`src/rtl/sram_sp_2048_x_4b8_port_arbiter.sv`:
```
// Two-port round-robin arbiter with bounded lock in front of one single-port byte-write SRAM.
// Latency: grant/ack combinational in the request cycle; read data returns registered two cycles after ack.
// Backpressure: a requester holds its fields until ack; the loser of a cycle simply waits, nothing is dropped.
module sram_sp_2048_x_4b8_port_arbiter #(
    parameter int ADDR_WIDTH = 11,
    parameter int DATA_WIDTH = 32,
    parameter int LOCK_MAX   = 4
) (
    input  logic                    sram_clock,
    input  logic                    sram_reset_n,
    input  logic                    req_a,
    input  logic                    req_b,
    input  logic                    lock_a,
    input  logic                    lock_b,
    input  logic                    read_not_write_a,
    input  logic                    read_not_write_b,
    input  logic [DATA_WIDTH/8-1:0] byte_enable_a,
    input  logic [DATA_WIDTH/8-1:0] byte_enable_b,
    input  logic [ADDR_WIDTH-1:0]   address_a,
    input  logic [ADDR_WIDTH-1:0]   address_b,
    input  logic [DATA_WIDTH-1:0]   write_data_a,
    input  logic [DATA_WIDTH-1:0]   write_data_b,
    output logic                    ack_a,
    output logic                    ack_b,
    output logic                    rd_valid_a,
    output logic                    rd_valid_b,
    output logic [DATA_WIDTH-1:0]   rd_data_a,
    output logic [DATA_WIDTH-1:0]   rd_data_b,
    output logic                    sram_read_not_write,
    output logic [DATA_WIDTH/8-1:0] sram_write_enable,
    output logic [ADDR_WIDTH-1:0]   sram_address,
    output logic [DATA_WIDTH-1:0]   sram_write_data,
    input  logic [DATA_WIDTH-1:0]   sram_read_data
);

    localparam int BE_WIDTH  = DATA_WIDTH / 8;
    localparam int CNT_WIDTH = $clog2(LOCK_MAX + 1);
    localparam logic [CNT_WIDTH-1:0] LOCK_MAX_C = CNT_WIDTH'(LOCK_MAX);

    typedef enum logic {
        PORT_A = 1'b0,
        PORT_B = 1'b1
    } port_e;

    typedef struct packed {
        logic                  lock;
        logic                  read_not_write;
        logic [BE_WIDTH-1:0]   byte_enable;
        logic [ADDR_WIDTH-1:0] address;
        logic [DATA_WIDTH-1:0] write_data;
    } access_t;

    access_t access_a;
    access_t access_b;
    access_t access_sel;

    port_e                last_grant_q, last_grant_n;
    port_e                lock_owner_q, lock_owner_n;
    logic                 lock_vld_q, lock_vld_n;
    logic [CNT_WIDTH-1:0] lock_count_q, lock_count_n;
    logic [CNT_WIDTH-1:0] lock_count_inc;
    port_e                grant_port;
    logic                 grant_vld;
    logic                 owner_req;
    logic                 rd_pending_q;
    port_e                rd_port_q;

    assign access_a = '{lock: lock_a, read_not_write: read_not_write_a, byte_enable: byte_enable_a,
                        address: address_a, write_data: write_data_a};
    assign access_b = '{lock: lock_b, read_not_write: read_not_write_b, byte_enable: byte_enable_b,
                        address: address_b, write_data: write_data_b};

    always_comb begin
        grant_vld  = req_a | req_b;
        grant_port = PORT_A;
        owner_req  = (lock_owner_q == PORT_A) ? req_a : req_b;
        if (lock_vld_q && owner_req) begin
            grant_port = lock_owner_q;
        end else if (req_a && req_b) begin
            grant_port = (last_grant_q == PORT_A) ? PORT_B : PORT_A;
        end else if (req_b) begin
            grant_port = PORT_B;
        end
        access_sel = (grant_port == PORT_B) ? access_b : access_a;
    end

    assign ack_a = grant_vld && (grant_port == PORT_A);
    assign ack_b = grant_vld && (grant_port == PORT_B);

    // Lock bookkeeping: a lock that hits LOCK_MAX is released, so the other port wins the next tie.
    always_comb begin
        last_grant_n   = last_grant_q;
        lock_owner_n   = lock_owner_q;
        lock_vld_n     = lock_vld_q;
        lock_count_n   = lock_count_q;
        lock_count_inc = (lock_vld_q && lock_owner_q == grant_port) ? lock_count_q + 1'b1 : CNT_WIDTH'(1);
        if (lock_vld_q && !owner_req) begin
            lock_vld_n   = 1'b0;
            lock_count_n = '0;
        end
        if (grant_vld) begin
            last_grant_n = grant_port;
            if (access_sel.lock) begin
                if (lock_count_inc >= LOCK_MAX_C) begin
                    lock_vld_n   = 1'b0;
                    lock_count_n = LOCK_MAX_C;
                end else begin
                    lock_vld_n   = 1'b1;
                    lock_owner_n = grant_port;
                    lock_count_n = lock_count_inc;
                end
            end else begin
                lock_vld_n   = 1'b0;
                lock_count_n = '0;
            end
        end
    end

    always_ff @(posedge sram_clock or negedge sram_reset_n) begin
        if (!sram_reset_n) begin
            last_grant_q <= PORT_B;
            lock_owner_q <= PORT_A;
            lock_vld_q   <= 1'b0;
            lock_count_q <= '0;
        end else begin
            last_grant_q <= last_grant_n;
            lock_owner_q <= lock_owner_n;
            lock_vld_q   <= lock_vld_n;
            lock_count_q <= lock_count_n;
        end
    end

    always_comb begin
        sram_read_not_write = 1'b1;
        sram_write_enable   = '0;
        sram_address        = '0;
        sram_write_data     = '0;
        if (grant_vld) begin
            sram_read_not_write = access_sel.read_not_write;
            sram_address        = access_sel.address;
            if (!access_sel.read_not_write) begin
                sram_write_enable = access_sel.byte_enable;
                sram_write_data   = access_sel.write_data;
            end
        end
    end

    // Stage 1 tracks which port owns the SRAM output next cycle; stage 2 registers it to that port.
    always_ff @(posedge sram_clock or negedge sram_reset_n) begin
        if (!sram_reset_n) begin
            rd_pending_q <= 1'b0;
            rd_port_q    <= PORT_A;
            rd_valid_a   <= 1'b0;
            rd_valid_b   <= 1'b0;
            rd_data_a    <= '0;
            rd_data_b    <= '0;
        end else begin
            rd_pending_q <= grant_vld && access_sel.read_not_write;
            rd_port_q    <= grant_port;
            rd_valid_a   <= rd_pending_q && (rd_port_q == PORT_A);
            rd_valid_b   <= rd_pending_q && (rd_port_q == PORT_B);
            rd_data_a    <= (rd_pending_q && rd_port_q == PORT_A) ? sram_read_data : '0;
            rd_data_b    <= (rd_pending_q && rd_port_q == PORT_B) ? sram_read_data : '0;
        end
    end

endmodule

```
`config.mk`:
```
export PLATFORM = sky130hd
export DESIGN_NAME = sram_sp_2048_x_4b8_port_arbiter
export DESIGN_NICKNAME = d
export VERILOG_FILES = /design/src/rtl/sram_sp_2048_x_4b8_port_arbiter.sv
export SDC_FILE = /design/constraint.sdc
export NUM_CORES = 1
export LEC_CHECK = 0
export CAP_MARGIN = 5
export CORE_MARGIN = 2
export CORE_UTILIZATION = 30
export DETAILED_ROUTE_END_ITERATION = 16
export HOLD_SLACK_MARGIN = 0.03
export PLACE_DENSITY_LB_ADDON = 0.08
export SLEW_MARGIN = 20
export SYNTH_ARGS = -nofsm -noshare
export SYNTH_HDL_FRONTEND = slang
export SYNTH_SLANG_ARGS = --single-unit
export TNS_END_PERCENT = 5
```
`constraint.sdc`:
```
create_clock -name sram_clock -period 1.53 [get_ports sram_clock]
set_clock_uncertainty 0.1 [all_clocks]
set_input_delay 0.306 -clock sram_clock [delete_from_list [all_inputs] [get_ports sram_clock]]
set_output_delay 0.306 -clock sram_clock [all_outputs]
set_load 0.02 [all_outputs]
```
* Word level (Yosys, flattened, before mapping) *
Index checks and enable logic that the tools add are counted.
Widths: inputs -> output; s select.

word-level totals
  register bits after elaboration = 74
  input bits = 134

cells by class
  mux-type cells = 23
  equal/unequal tests = 1
  bitwise gates (word level) = 4
  order comparisons = 1
  reductions and logical operators = 12
  add/sub/neg operators = 1

operators with widths
  kind                 number
  $mux 32              4
  $mux 49              1
  $mux 3               5
  $mux 11              1
  $mux 1               10
  $logic_and 1x1->1    9
  $mux 4               2
  $add 3x1->3 const B  1
  $ge 3x3->1 const B   1
  $not 1->1            3
  $reduce_and 3->1     1
  $reduce_bool 2->1    1
  $eq 1x1->1           1
  $logic_not 1->1      1
  $or 1x1->1           1

* Logic depth before layout (Yosys ltp) *
Gate-level depths: netlist of run 1.

  depth in word-level cells = 10
  depth in mapped cells = 6
  depth with buffers taken out = 5

* Least setup slack after synthesis of run 1 *
OpenSTA, ideal clock, no wires.

  path type = register to output
  start = register last_grant_q
  end = output sram_write_data[10]
  required time = 1124 ps
  cell stages (with the launch flop) = 7
  arrival time = 1555 ps
  path buffers = 2
  setup slack = -431 ps
  path through = dfstp_2 > nand2b_4 > a21oi_2 > buf_2 > buf_2 > o21ai_0 > a21oi_1

on the way
  word-level cells in the longest chain between the ends = 6

ends and longest elaborated chain
  what                      line  source
  start: declaration        57    port_e last_grant_q, last_grant_n;
  start signal: assignment  126   last_grant_q <= last_grant_n;
  $mux 1                    80    grant_port = (last_grant_q == PORT_A) ? PORT_B : PORT_A;
  $mux 1                    79    end else if (req_a && req_b) begin
  $mux 1                    77    if (lock_vld_q && owner_req) begin
  $mux 49                   84    access_sel = (grant_port == PORT_B) ? access_b : access_a;
  $mux 32                   141   if (!access_sel.read_not_write) begin
  $mux 32                   138   if (grant_vld) begin
  end: declaration          32    output logic [DATA_WIDTH-1:0] sram_write_data,

No other way between the ends.

* Final worst setup path of run 1 *
  start = register last_grant_q
  end = output sram_address[1]

on the way
  word-level cells in the longest chain between the ends = 5

ends and longest elaborated chain
  what              line  source
  $mux 1            80
  $mux 1            79
  $mux 1            77
  $mux 49           84
  $mux 11           138
  end: declaration  31    output logic [ADDR_WIDTH-1:0] sram_address,

No other way between the ends.

==> results of run 1 <==
==> timing repair <==
item / in CTS / in global routing
hold buffers: 1 / 0
endpoints found under the setup margin: 156 / 57
gates cloned: 1 / 0
buffers inserted: 2 / 0
pin swaps: 11 / 11
resized for setup: 347 / 23
hold endpoints to repair: 20 / 0
==> critical path: stages (launching register included) <==
cell	delay, ns
dfstp_2	0.55
nand2b_4	0.08
a21oi_4	0.14
buf_12	0.15
buf_6	0.10
nor2_4	0.04
buf_12	0.15
o21ai_2	0.13
buf_6	0.14
==> final cells by class <==
cell class / count / area (um^2)
fillers: 1068 / 4890
flip-flops and latches: 74 / 1850
repair buffers: 290 / 2830
well taps: 168 / 210
clock buffers: 12 / 246
inverters: 3 / 11.3
multi-input cells: 279 / 1920
clock inverters: 4 / 98.8
==> power by group through the flow <==
stage | clock network [mW] | registers [mW] | logic [mW]
6_report | 2.40 | 2.11 | 1.94
4_1_cts | 2.45 | 2.11 | 1.92
3_5_place_dp | 0 | 2.15 | 1.92
5_1_grt | 2.56 | 2.12 | 2.08
3_3_place_gp | 0 | 2.14 | 1.89
2_1_floorplan | 0 | 2.27 | 0.725
==> flip-flops by register name, summed over array words and instances (netlist names) <==
register	count
rd_port_q	1
lock_owner_q	1
lock_vld_q	1
rd_data_b	32
last_grant_q	1
rd_data_a	32
rd_valid_b	1
rd_valid_a	1
lock_count_q	3
rd_pending_q	1
==> logic make-up (layout without fill, tap and decap cells) <==
logic type | count (synthesis) | in the layout | synth area share (%)
compound gates | 96 | 96 | 13.7
buf+inv | 43 | 309 | 4.83
fa+ha+maj | 1 | 1 | 0.335
simple gates | 181 | 181 | 31.2
xor+xnor | 1 | 1 | 0.235
flops | 74 | 74 | 49.6
==> worst paths after layout <==
path | start | endpoint | slack, ns | cells after the start
max in group asynchronous | sram_reset_n | rd_data_b[25]$_DFF_PN0_ | 0.51 | 3
hold / removal | sram_reset_n | rd_data_a[10]$_DFF_PN0_ | 0.31 | 2
min in group sram_clock | req_b | rd_pending_q$_DFF_PN0_ | 0.40 | 4
hold reg to reg | lock_count_q[2]$_DFFE_PN0P_ | lock_count_q[2]$_DFFE_PN0P_ | 0.41 | 2
setup / recovery | last_grant_q$_DFFE_PN1N_ | sram_address[1] | -0.68 | 8
setup reg to reg | last_grant_q$_DFFE_PN1N_ | lock_count_q[1]$_DFFE_PN0P_ | -0.12 | 7
==> per-layer routing <==
metal  GRT usage (%)  wire (um)  vias to the layer above
met5               0          0                        -
met4            7.31        279                        0
met3            5.70        984                       19
met2            35.1       6830                      153
met1            22.7       5390                     1917
li1                -          -                     1903
==> cells in the final DEF (no fill, tap or decap), types with 2 or more instances in the layout <==
cell / netlist / routed
buf_6: 0 / 25
bufinv_16: 0 / 3
clkdlybuf4s50_1: 0 / 131
o21ai_0: 43 / 15
nand2_1: 15 / 15
clkbuf_16: 0 / 9
inv_1: 3 / 3
dlygate4sd2_1: 0 / 67
o21ai_2: 0 / 10
o21ai_1: 5 / 22
and2_1: 34 / 34
and3_1: 33 / 33
nor2b_1: 37 / 36
clkbuf_1: 28 / 2
a21oi_1: 38 / 7
buf_12: 0 / 9
dfrtp_1: 73 / 73
buf_4: 3 / 53
nand3_1: 13 / 11
nand2b_4: 1 / 2
o31ai_1: 2 / 2
nor2_4: 0 / 2
buf_8: 0 / 2
nor2_1: 6 / 4
nand4b_1: 36 / 36
nand3_2: 0 / 2
a21oi_2: 1 / 31
==> impl_metrics.toml, run 1 <==
[run_status]
status = "complete, but fails checks"
failed_checks = "setup timing"

[sta]
slew_violations = 0
fmax_ghz = 0.452
setup_slack_ns = -0.684
tightest_slew_ns = 0.635
fin_setup_tns_ns = -31.37
rsz0062_at_grt = "true"
finalHoldViolations = 0
whs_ns = 0.311
post-route-period-util_pct = 145
fin_crit_ns = 2.21
setup_viol = 55
max-slew-margin-rel_pct = 57.6

[setup_path]
cp-end-kind = "output port"
cp.arrival_ns = 1.81
cp_max_fo = 11
crit_type = "register to output port"
crit_path_start_kind = "register"
cp.required_ns = 1.12

[worst_hold_path]
hold_path.class = "primary input to async pin"

[clock_tree]
cts_inserted_buffers = 9
clock_path_buffers = 2
clkLatencyLatePin_ns = 0.33
tritoncts = "yes"
htree_num_levels = 3
cts.clk_slew.worst_paths_ns = 0.06
clock_sinks = 74
clk_root_buffer_cell = "clkbuf_16"

[floorplanning]
design.die.area_um2 = 13300
start_util_pct = 30.9
coreArea_um2 = 12100
row_count = 40
die_w_um = 116
ios = 250
die_y_um = 116

[cells_and_area]
postLayoutCellArea_um2 = 7170
layout.nets = 792
fin_util_pct = 59.4
finalNonFillerCells = 830
drive_gt1_share_pct = 24.0
diodes = 0
area_growth_pct = 92.1

[global_routing]
grt_pass1_wl_um = 20600
grt-ovfl-total = 0
grt_max_degree = 42
groute.usage.overall_pct = 19.8
grt_antenna_before_repair = 0
grt_pass1_vias = 4198

[synth]
ys_seq_area_share_pct = 49.6
synth_ff_type = "dfrtp_1"
synthTopCellsByArea = "dfrtp_1 (49%), nand4b_1 (8.4%), nor2b_1 (6.2%)"
synthesis.nets = 531
yosys_warnings = 0
synthCells = 396
ys_ff_latch = 74
async_flop_share_pct = 100
synthDistinctLibCells = 33
ys_top_cells_by_count = "dfrtp_1 (73), o21ai_0 (43), a21oi_1 (38)"
syn_avg_cell_area_um2 = 9.43
synth_top_area_share_pct = 48.9
synth.most_common_cell = "dfrtp_1"
syn_area_um2 = 3730
yosys.area.top_type = "dfrtp_1"
synth-edff-count = 0

[power]
clkPwrFrac_pct = 37.2
power-per-cell-area_nw_per_um2 = 900
pwr-share-seq_pct = 32.8
power_frac_comb_pct = 30.0
ir_drop_mv = 0.737
p_int_mw = 4.70
finalPower_mw = 6.45
p_sw_mw = 1.75
leakage_nw = 3.44
p_sw_share_pct = 27.2

[routing]
detail_route.wl_per_cell_um = 16.2
vias_per_cell = 4.81
drt_first_pass_iters = 4
postRouteAntennaNets = 0
finalWirelength_um = 13500
first_iter_violations = 210
vias = 3992
drc = 0

[placement]
io_buffers = 249
hpwl_um = 10100
preCtsSetupSlack_ns = -1.12
post_dp_cell_area_um2 = 6800
place_inst = 810
gp_congestion = 0.813

[job]
cap_violations = 0
No activity file was read; power rests on OpenSTA's default activity.
==> inputs of run 2 (changes only) <==
--- a/config.mk
+++ b/config.mk
@@ -5,9 +5,9 @@
 export SDC_FILE = /design/constraint.sdc
 export NUM_CORES = 1
 export LEC_CHECK = 0
-export CAP_MARGIN = 5
 export CORE_MARGIN = 2
 export CORE_UTILIZATION = 30
+export CTS_CLUSTER_SIZE = 10
 export DETAILED_ROUTE_END_ITERATION = 16
 export HOLD_SLACK_MARGIN = 0.03
 export PLACE_DENSITY_LB_ADDON = 0.08
==> results of run 2 <==
Same layout as run 1: the final DEF is identical, and so are final timing and power.
